<file path="config.mk">
export PLATFORM = sky130hd
export DESIGN_NAME = mem_arbiter_flat
export DESIGN_NICKNAME = d
export VERILOG_FILES = /design/src/rtl/mem_arbiter_if.sv /design/src/rtl/mem_arbiter.sv /design/src/flat_wrapper.sv
export SDC_FILE = /design/constraint.sdc
export NUM_CORES = 1
export LEC_CHECK = 0
export CAP_MARGIN = 0
export CELL_PAD_IN_SITES_DETAIL_PLACEMENT = 0
export CELL_PAD_IN_SITES_GLOBAL_PLACEMENT = 1
export CORE_AREA = 2 2 339 341
export DETAILED_ROUTE_END_ITERATION = 8
export DIE_AREA = 0 0 341 343
export PLACE_DENSITY_LB_ADDON = 0.12
export SYNTH_ARGS = -nofsm -noshare
export SYNTH_HDL_FRONTEND = slang
export SYNTH_SLANG_ARGS = --single-unit
</file>
<file path="constraint.sdc">
create_clock -name clk -period 1.8 [get_ports clk]
set_input_delay 0.36 -clock clk [delete_from_list [all_inputs] [get_ports clk]]
set_output_delay 0.36 -clock clk [all_outputs]
set_load 0.1 [all_outputs]
</file>
<file path="src/rtl/mem_arbiter_if.sv">
// One memory-port bundle: command toward the memory side, response back to the requester.
// The requesting side (a cache, or the arbiter toward memory) uses master; the serving side uses slave.
interface mem_arbiter_if #(
    parameter int ADDR_W = 28,
    parameter int DATA_W = 128
);
    logic              read;
    logic              write;
    logic [ADDR_W-1:0] addr;
    logic [DATA_W-1:0] wdata;
    logic [DATA_W-1:0] rdata;
    logic              ready;

    modport master (output read, output write, output addr, output wdata,
                    input  rdata, input  ready);
    modport slave  (input  read, input  write, input  addr, input  wdata,
                    output rdata, output ready);
endinterface

</file>
<file path="src/rtl/mem_arbiter.sv">
// Shares the single off-chip memory port between the I-cache and D-cache miss paths.
// One transaction at a time, round-robin on ties, with every output toward memory and the caches registered.
module mem_arbiter #(
    parameter int ADDR_W       = 28,
    parameter int DATA_W       = 128,
    parameter bit FIRST_PRIO_D = 1'b1
) (
    input logic           clk,
    input logic           rst,
    mem_arbiter_if.slave  ic,
    mem_arbiter_if.slave  dc,
    mem_arbiter_if.master mem
);
    typedef enum logic [1:0] {IDLE, SERVE_I, SERVE_D, RELEASE} state_t;

    state_t            state;
    logic              last_d;
    logic              mem_read_q;
    logic              mem_write_q;
    logic [ADDR_W-1:0] mem_addr_q;
    logic [DATA_W-1:0] mem_wdata_q;
    logic [DATA_W-1:0] ic_rdata_q;
    logic [DATA_W-1:0] dc_rdata_q;
    logic              ic_ready_q;
    logic              dc_ready_q;

    logic ic_pend;
    logic dc_pend;
    logic grant_d;

    assign ic_pend = ic.read | ic.write;
    assign dc_pend = dc.read | dc.write;
    // On a tie, D wins only if I was the last one served.
    assign grant_d = dc_pend & (~ic_pend | ~last_d);

    always_ff @(posedge clk) begin
        if (rst) begin
            state       <= IDLE;
            last_d      <= !FIRST_PRIO_D;
            mem_read_q  <= 1'b0;
            mem_write_q <= 1'b0;
            mem_addr_q  <= '0;
            mem_wdata_q <= '0;
            ic_rdata_q  <= '0;
            dc_rdata_q  <= '0;
            ic_ready_q  <= 1'b0;
            dc_ready_q  <= 1'b0;
        end else begin
            case (state)
                IDLE: begin
                    if (grant_d) begin
                        state       <= SERVE_D;
                        last_d      <= 1'b1;
                        mem_read_q  <= dc.read;
                        mem_write_q <= dc.write;
                        mem_addr_q  <= dc.addr;
                        mem_wdata_q <= dc.wdata;
                    end else if (ic_pend) begin
                        state       <= SERVE_I;
                        last_d      <= 1'b0;
                        mem_read_q  <= ic.read;
                        mem_write_q <= ic.write;
                        mem_addr_q  <= ic.addr;
                        mem_wdata_q <= ic.wdata;
                    end
                end
                SERVE_I, SERVE_D: begin
                    // Requester inputs are deliberately ignored here; the command stays as latched.
                    if (mem.ready) begin
                        state       <= RELEASE;
                        mem_read_q  <= 1'b0;
                        mem_write_q <= 1'b0;
                        if (state == SERVE_D) begin
                            dc_rdata_q <= mem.rdata;
                            dc_ready_q <= 1'b1;
                        end else begin
                            ic_rdata_q <= mem.rdata;
                            ic_ready_q <= 1'b1;
                        end
                    end
                end
                RELEASE: begin
                    state      <= IDLE;
                    ic_ready_q <= 1'b0;
                    dc_ready_q <= 1'b0;
                end
                default: state <= IDLE;
            endcase
        end
    end

    assign mem.read  = mem_read_q;
    assign mem.write = mem_write_q;
    assign mem.addr  = mem_addr_q;
    assign mem.wdata = mem_wdata_q;
    assign ic.rdata  = ic_rdata_q;
    assign ic.ready  = ic_ready_q;
    assign dc.rdata  = dc_rdata_q;
    assign dc.ready  = dc_ready_q;
endmodule
</file>
<file path="src/flat_wrapper.sv">
// flat-port wrapper written by rule: the top's interface ports become plain ports
module mem_arbiter_flat 
#(
    parameter int ADDR_W       = 28,
    parameter int DATA_W       = 128,
    parameter bit FIRST_PRIO_D = 1'b1
)
  (clk, rst, ic_read, ic_write, ic_addr, ic_wdata, ic_rdata, ic_ready, dc_read, dc_write, dc_addr, dc_wdata, dc_rdata, dc_ready, mem_read, mem_write, mem_addr, mem_wdata, mem_rdata, mem_ready);
  mem_arbiter_if #(.ADDR_W(ADDR_W), .DATA_W(DATA_W)) ic_i ();
  mem_arbiter_if #(.ADDR_W(ADDR_W), .DATA_W(DATA_W)) dc_i ();
  mem_arbiter_if #(.ADDR_W(ADDR_W), .DATA_W(DATA_W)) mem_i ();
  input logic clk;
  input logic rst;
  input wire logic [$bits(ic_i.read)-1:0] ic_read;
  input wire logic [$bits(ic_i.write)-1:0] ic_write;
  input wire logic [$bits(ic_i.addr)-1:0] ic_addr;
  input wire logic [$bits(ic_i.wdata)-1:0] ic_wdata;
  output wire logic [$bits(ic_i.rdata)-1:0] ic_rdata;
  output wire logic [$bits(ic_i.ready)-1:0] ic_ready;
  input wire logic [$bits(dc_i.read)-1:0] dc_read;
  input wire logic [$bits(dc_i.write)-1:0] dc_write;
  input wire logic [$bits(dc_i.addr)-1:0] dc_addr;
  input wire logic [$bits(dc_i.wdata)-1:0] dc_wdata;
  output wire logic [$bits(dc_i.rdata)-1:0] dc_rdata;
  output wire logic [$bits(dc_i.ready)-1:0] dc_ready;
  output wire logic [$bits(mem_i.read)-1:0] mem_read;
  output wire logic [$bits(mem_i.write)-1:0] mem_write;
  output wire logic [$bits(mem_i.addr)-1:0] mem_addr;
  output wire logic [$bits(mem_i.wdata)-1:0] mem_wdata;
  input wire logic [$bits(mem_i.rdata)-1:0] mem_rdata;
  input wire logic [$bits(mem_i.ready)-1:0] mem_ready;
  assign ic_i.read = ic_read;
  assign ic_i.write = ic_write;
  assign ic_i.addr = ic_addr;
  assign ic_i.wdata = ic_wdata;
  assign ic_rdata = ic_i.rdata;
  assign ic_ready = ic_i.ready;
  assign dc_i.read = dc_read;
  assign dc_i.write = dc_write;
  assign dc_i.addr = dc_addr;
  assign dc_i.wdata = dc_wdata;
  assign dc_rdata = dc_i.rdata;
  assign dc_ready = dc_i.ready;
  assign mem_read = mem_i.read;
  assign mem_write = mem_i.write;
  assign mem_addr = mem_i.addr;
  assign mem_wdata = mem_i.wdata;
  assign mem_i.rdata = mem_rdata;
  assign mem_i.ready = mem_ready;
  mem_arbiter #(.ADDR_W(ADDR_W), .DATA_W(DATA_W), .FIRST_PRIO_D(FIRST_PRIO_D)) u_core (.clk(clk), .rst(rst), .ic(ic_i), .dc(dc_i), .mem(mem_i));
endmodule
</file>
==> flow_metrics.tcl <==
set metrics [dict create \
    rsz0062_at_grt "yes" \
    period_share_pct 96.4 \
    path_clk_slew_ns 0.06 \
    ir_drop_v 0.000918 \
    cp_max_fo 17 \
    cts_tree "done" \
    num_vias 17700 \
    grt_max_degree 79 \
    relSlewSlack_pct 62.9 \
    grt_overflow 0 \
    status "complete, no violations" \
    dpl_cell_area_um2 31200 \
    synthesis.area_um2 15800 \
    synth_flop_cell "dfxtp_1" \
    syn_avg_cell_area_um2 7.77 \
    vias_per_cell 3.95 \
    first_pass_iters 5 \
    cp.arrival_ns 2.28 \
    tightest_slew_ns 0.556 \
    power_uw 66700 \
    syn2layout_area_growth_pct 112 \
    cts_num_sinks 419 \
    wl_per_cell_um 21.0 \
    clock_latency_ns 0.64 \
    path_cells "clkdlybuf4s50_1, buf_4, nor2_1, a21boi_4, buf_12, clkbuf_16, buf_4, clkbuf_16, a311oi_1" \
    drive_gt1_share_pct 22.4 \
    netlist_instances 2038 \
    worst_slack_ns 0.0652 \
    gp_congestion 0.812 \
    ys_seq_elements 419 \
    final_core_util_pct 29.6 \
    maxSlewViolCount 0 \
    cp.buffers_inverters 6 \
    dieArea_um2 117000 \
    io_buffers 862 \
    worst_setup_path_start_kind "primary input" \
    track_usage_pct 15.3 \
    async_flop_share_pct 0 \
    htreeDepth 2 \
    critPathKind "in -> reg" \
    synthTopCellsByArea "dfxtp_1, nand2_1, a311oi_1, a21oi_1, nor2_1" \
    power.density_nw_per_um2 1980 \
    synth_edf_count 0 \
    start_util_pct 14.0 \
    ys_seq_area_share_pct 52.9 \
    final_area_um2 33600 \
    skew_ns 0.0211 \
    path_delay_family "buffers and inverters" \
    yosys.cell_types.count 29 \
    setup-violations-final 0 \
    critPathSlowestCell "clkdlybuf4s50_1" \
    fp-row-count 124 \
    design.core.area_um2 113000 \
    clockRootBuffer "clkbuf_16" \
    dpl_worst_slack_ns -0.825 \
    fmax_ghz 0.576 \
    drc_errors 0 \
    hold_path_class "in -> reg" \
    wl_um 94300 \
    antenna_found_initial 29 \
    dpl.hpwl_um 73200 \
    nets 3379 \
    ant_nets 0 \
    slowest_delay_ns 0.43 \
    maxCapViolCount 0 \
    cts_buffers 56 \
    leakagePower_uw 0.0126 \
    fin_crit_ns 1.73 \
    die_h_um 343 \
    synth_top_area_share_pct 52.9 \
    synth_fp_nets 2491 \
    endpoint_kind "flip-flop" \
    grt_pass1_wl_um 131000 \
    hold_viol_final 0 \
    synth_area_leader_cell "dfxtp_1" \
    pin_count 863 \
    clock_path_buffers 3 \
    crit_required_ns 2.35 \
    yosysWarnings 0 \
    first_global_vias 18200 \
    fp.dieW_um 341 \
    first_iter_violations 621 \
]
==> what timing repair did <==
item | in CTS | in global routing
pin swaps | 7 | 25
cloned | 4 | 4
endpoints found under the setup margin | 202 | 85
hold buffers | 1 | 0
setup buffers | 7 | 2
resized for setup | 30 | 22
endpoints found under the hold margin | 4 | 0
==> worst reg2reg max path: stages, from the launching register on <==
cell and delay, ns:
dfxtp_2 0.33, inv_2 0.06, ha_4 0.17, a21boi_4 0.14, buf_12 0.16, clkbuf_16 0.21, buf_4 0.16, clkbuf_16 0.18
a311oi_1 0.23
==> per-stage QoR <==
stage,std cells,setup TNS (ns),hold slack (ns)
floorplan,2038,-1.76,0.482
detailed placement,4362,-118.06,0.483
global placement,4362,-119.26,0.479
global route,4482,-0.0137,0.249
CTS,4469,0,0.223
finish,4485,0,0.288
==> state kept, by name, summed over array words and instances, names as in the netlist <==
| name | count |
|---|---|
| u_core.mem.addr | 28 |
| u_core.mem.read | 1 |
| u_core.state | 2 |
| u_core.mem.wdata | 128 |
| u_core.dc.rdata | 128 |
| u_core.ic.ready | 1 |
| u_core.last_d | 1 |
| u_core.mem.write | 1 |
| u_core.dc.ready | 1 |
| u_core.ic.rdata | 128 |
==> placed cells by master, fill, tap and decap left out, types with 3 or more instances in the layout <==
| master | netlist | final |
|---|---|---|
| buf_8 | 0 | 6 |
| inv_1 | 5 | 3 |
| a311oi_2 | 0 | 12 |
| a21oi_1 | 259 | 259 |
| dfxtp_1 | 419 | 417 |
| nand2_1 | 828 | 827 |
| clkbuf_8 | 0 | 7 |
| clkdlybuf4s50_1 | 0 | 445 |
| nor2_1 | 167 | 166 |
| a211oi_1 | 3 | 3 |
| clkbuf_16 | 0 | 61 |
| buf_12 | 0 | 453 |
| buf_4 | 15 | 80 |
| buf_16 | 0 | 10 |
| clkbuf_1 | 91 | 15 |
| a311oi_1 | 157 | 145 |
| clkinv_2 | 0 | 6 |
| buf_6 | 0 | 4 |
| ha_1 | 6 | 5 |
| bufinv_16 | 0 | 6 |
| diode_2 | 0 | 10 |
==> cells in the mapped netlist, drive strengths merged (2+ instances only) <==
library cell and instances:
a211oi 3, buf 82, mux2i 2, dfxtp 419
a21boi 2, a311oi 157, o21ai 3, nor2 167
clkbuf 91, a21oi 259, nand2b 2, nand2 828
nor2b 2, ha 6, inv 5
==> area by class of cell <==
type / count / area, um^2
sequential: 419 / 8390
tap: 1512 / 1890
antenna: 10 / 25.0
clock buffer: 79 / 1580
clock inverter: 16 / 265
timing repair buffer: 1003 / 14600
inverter: 5 / 18.8
fill: 11900 / 79800
multi-input combinational: 1441 / 6800
==> logic make-up after synthesis <==
group / share of synthesized area, %
multiplexers: 0.126
adder cells (fa/ha/maj): 0.474
buffers and inverters: 5.06
flip-flops: 52.9
AO/OA/AOI/OAI: 17.4
AND/OR/NAND/NOR: 24.0
==> routing by layer <==
layer | routed length (um) | vias up | GRT usage [%]
li1 | - | 8589 | -
met1 | 35900 | 8245 | 16.7
met2 | 45200 | 684 | 26.1
met3 | 9900 | 159 | 7.15
met4 | 3120 | 40 | 5.53
met5 | 268 | - | 0
==> power by group <==
| part | internal [uW] | switching, uW | total (uW) |
|---|---|---|---|
| clock network | 6930 | 4650 | 11600 |
| logic | 14400 | 26000 | 40400 |
| registers | 11800 | 2830 | 14600 |
| total | 33100 | 33500 | 66700 |
==> worst paths after layout <==
check                                   startpoint                            endpoint  slack, ns  cells after the start
setup reg to reg      u_core.state[1]$_SDFFE_PP0P_  u_core.mem.wdata[109]$_SDFFE_PP0P_       0.07                      8
hold reg to reg   u_core.dc.rdata[70]$_SDFFE_PP0P_    u_core.dc.rdata[70]$_SDFFE_PP0P_       0.49                      2
setup / recovery                           dc_read  u_core.mem.wdata[109]$_SDFFE_PP0P_       0.07                      9
hold / removal                         dc_addr[22]    u_core.mem.addr[22]$_SDFFE_PP0P_       0.29                      3
(Power assumes the default switching activity.)
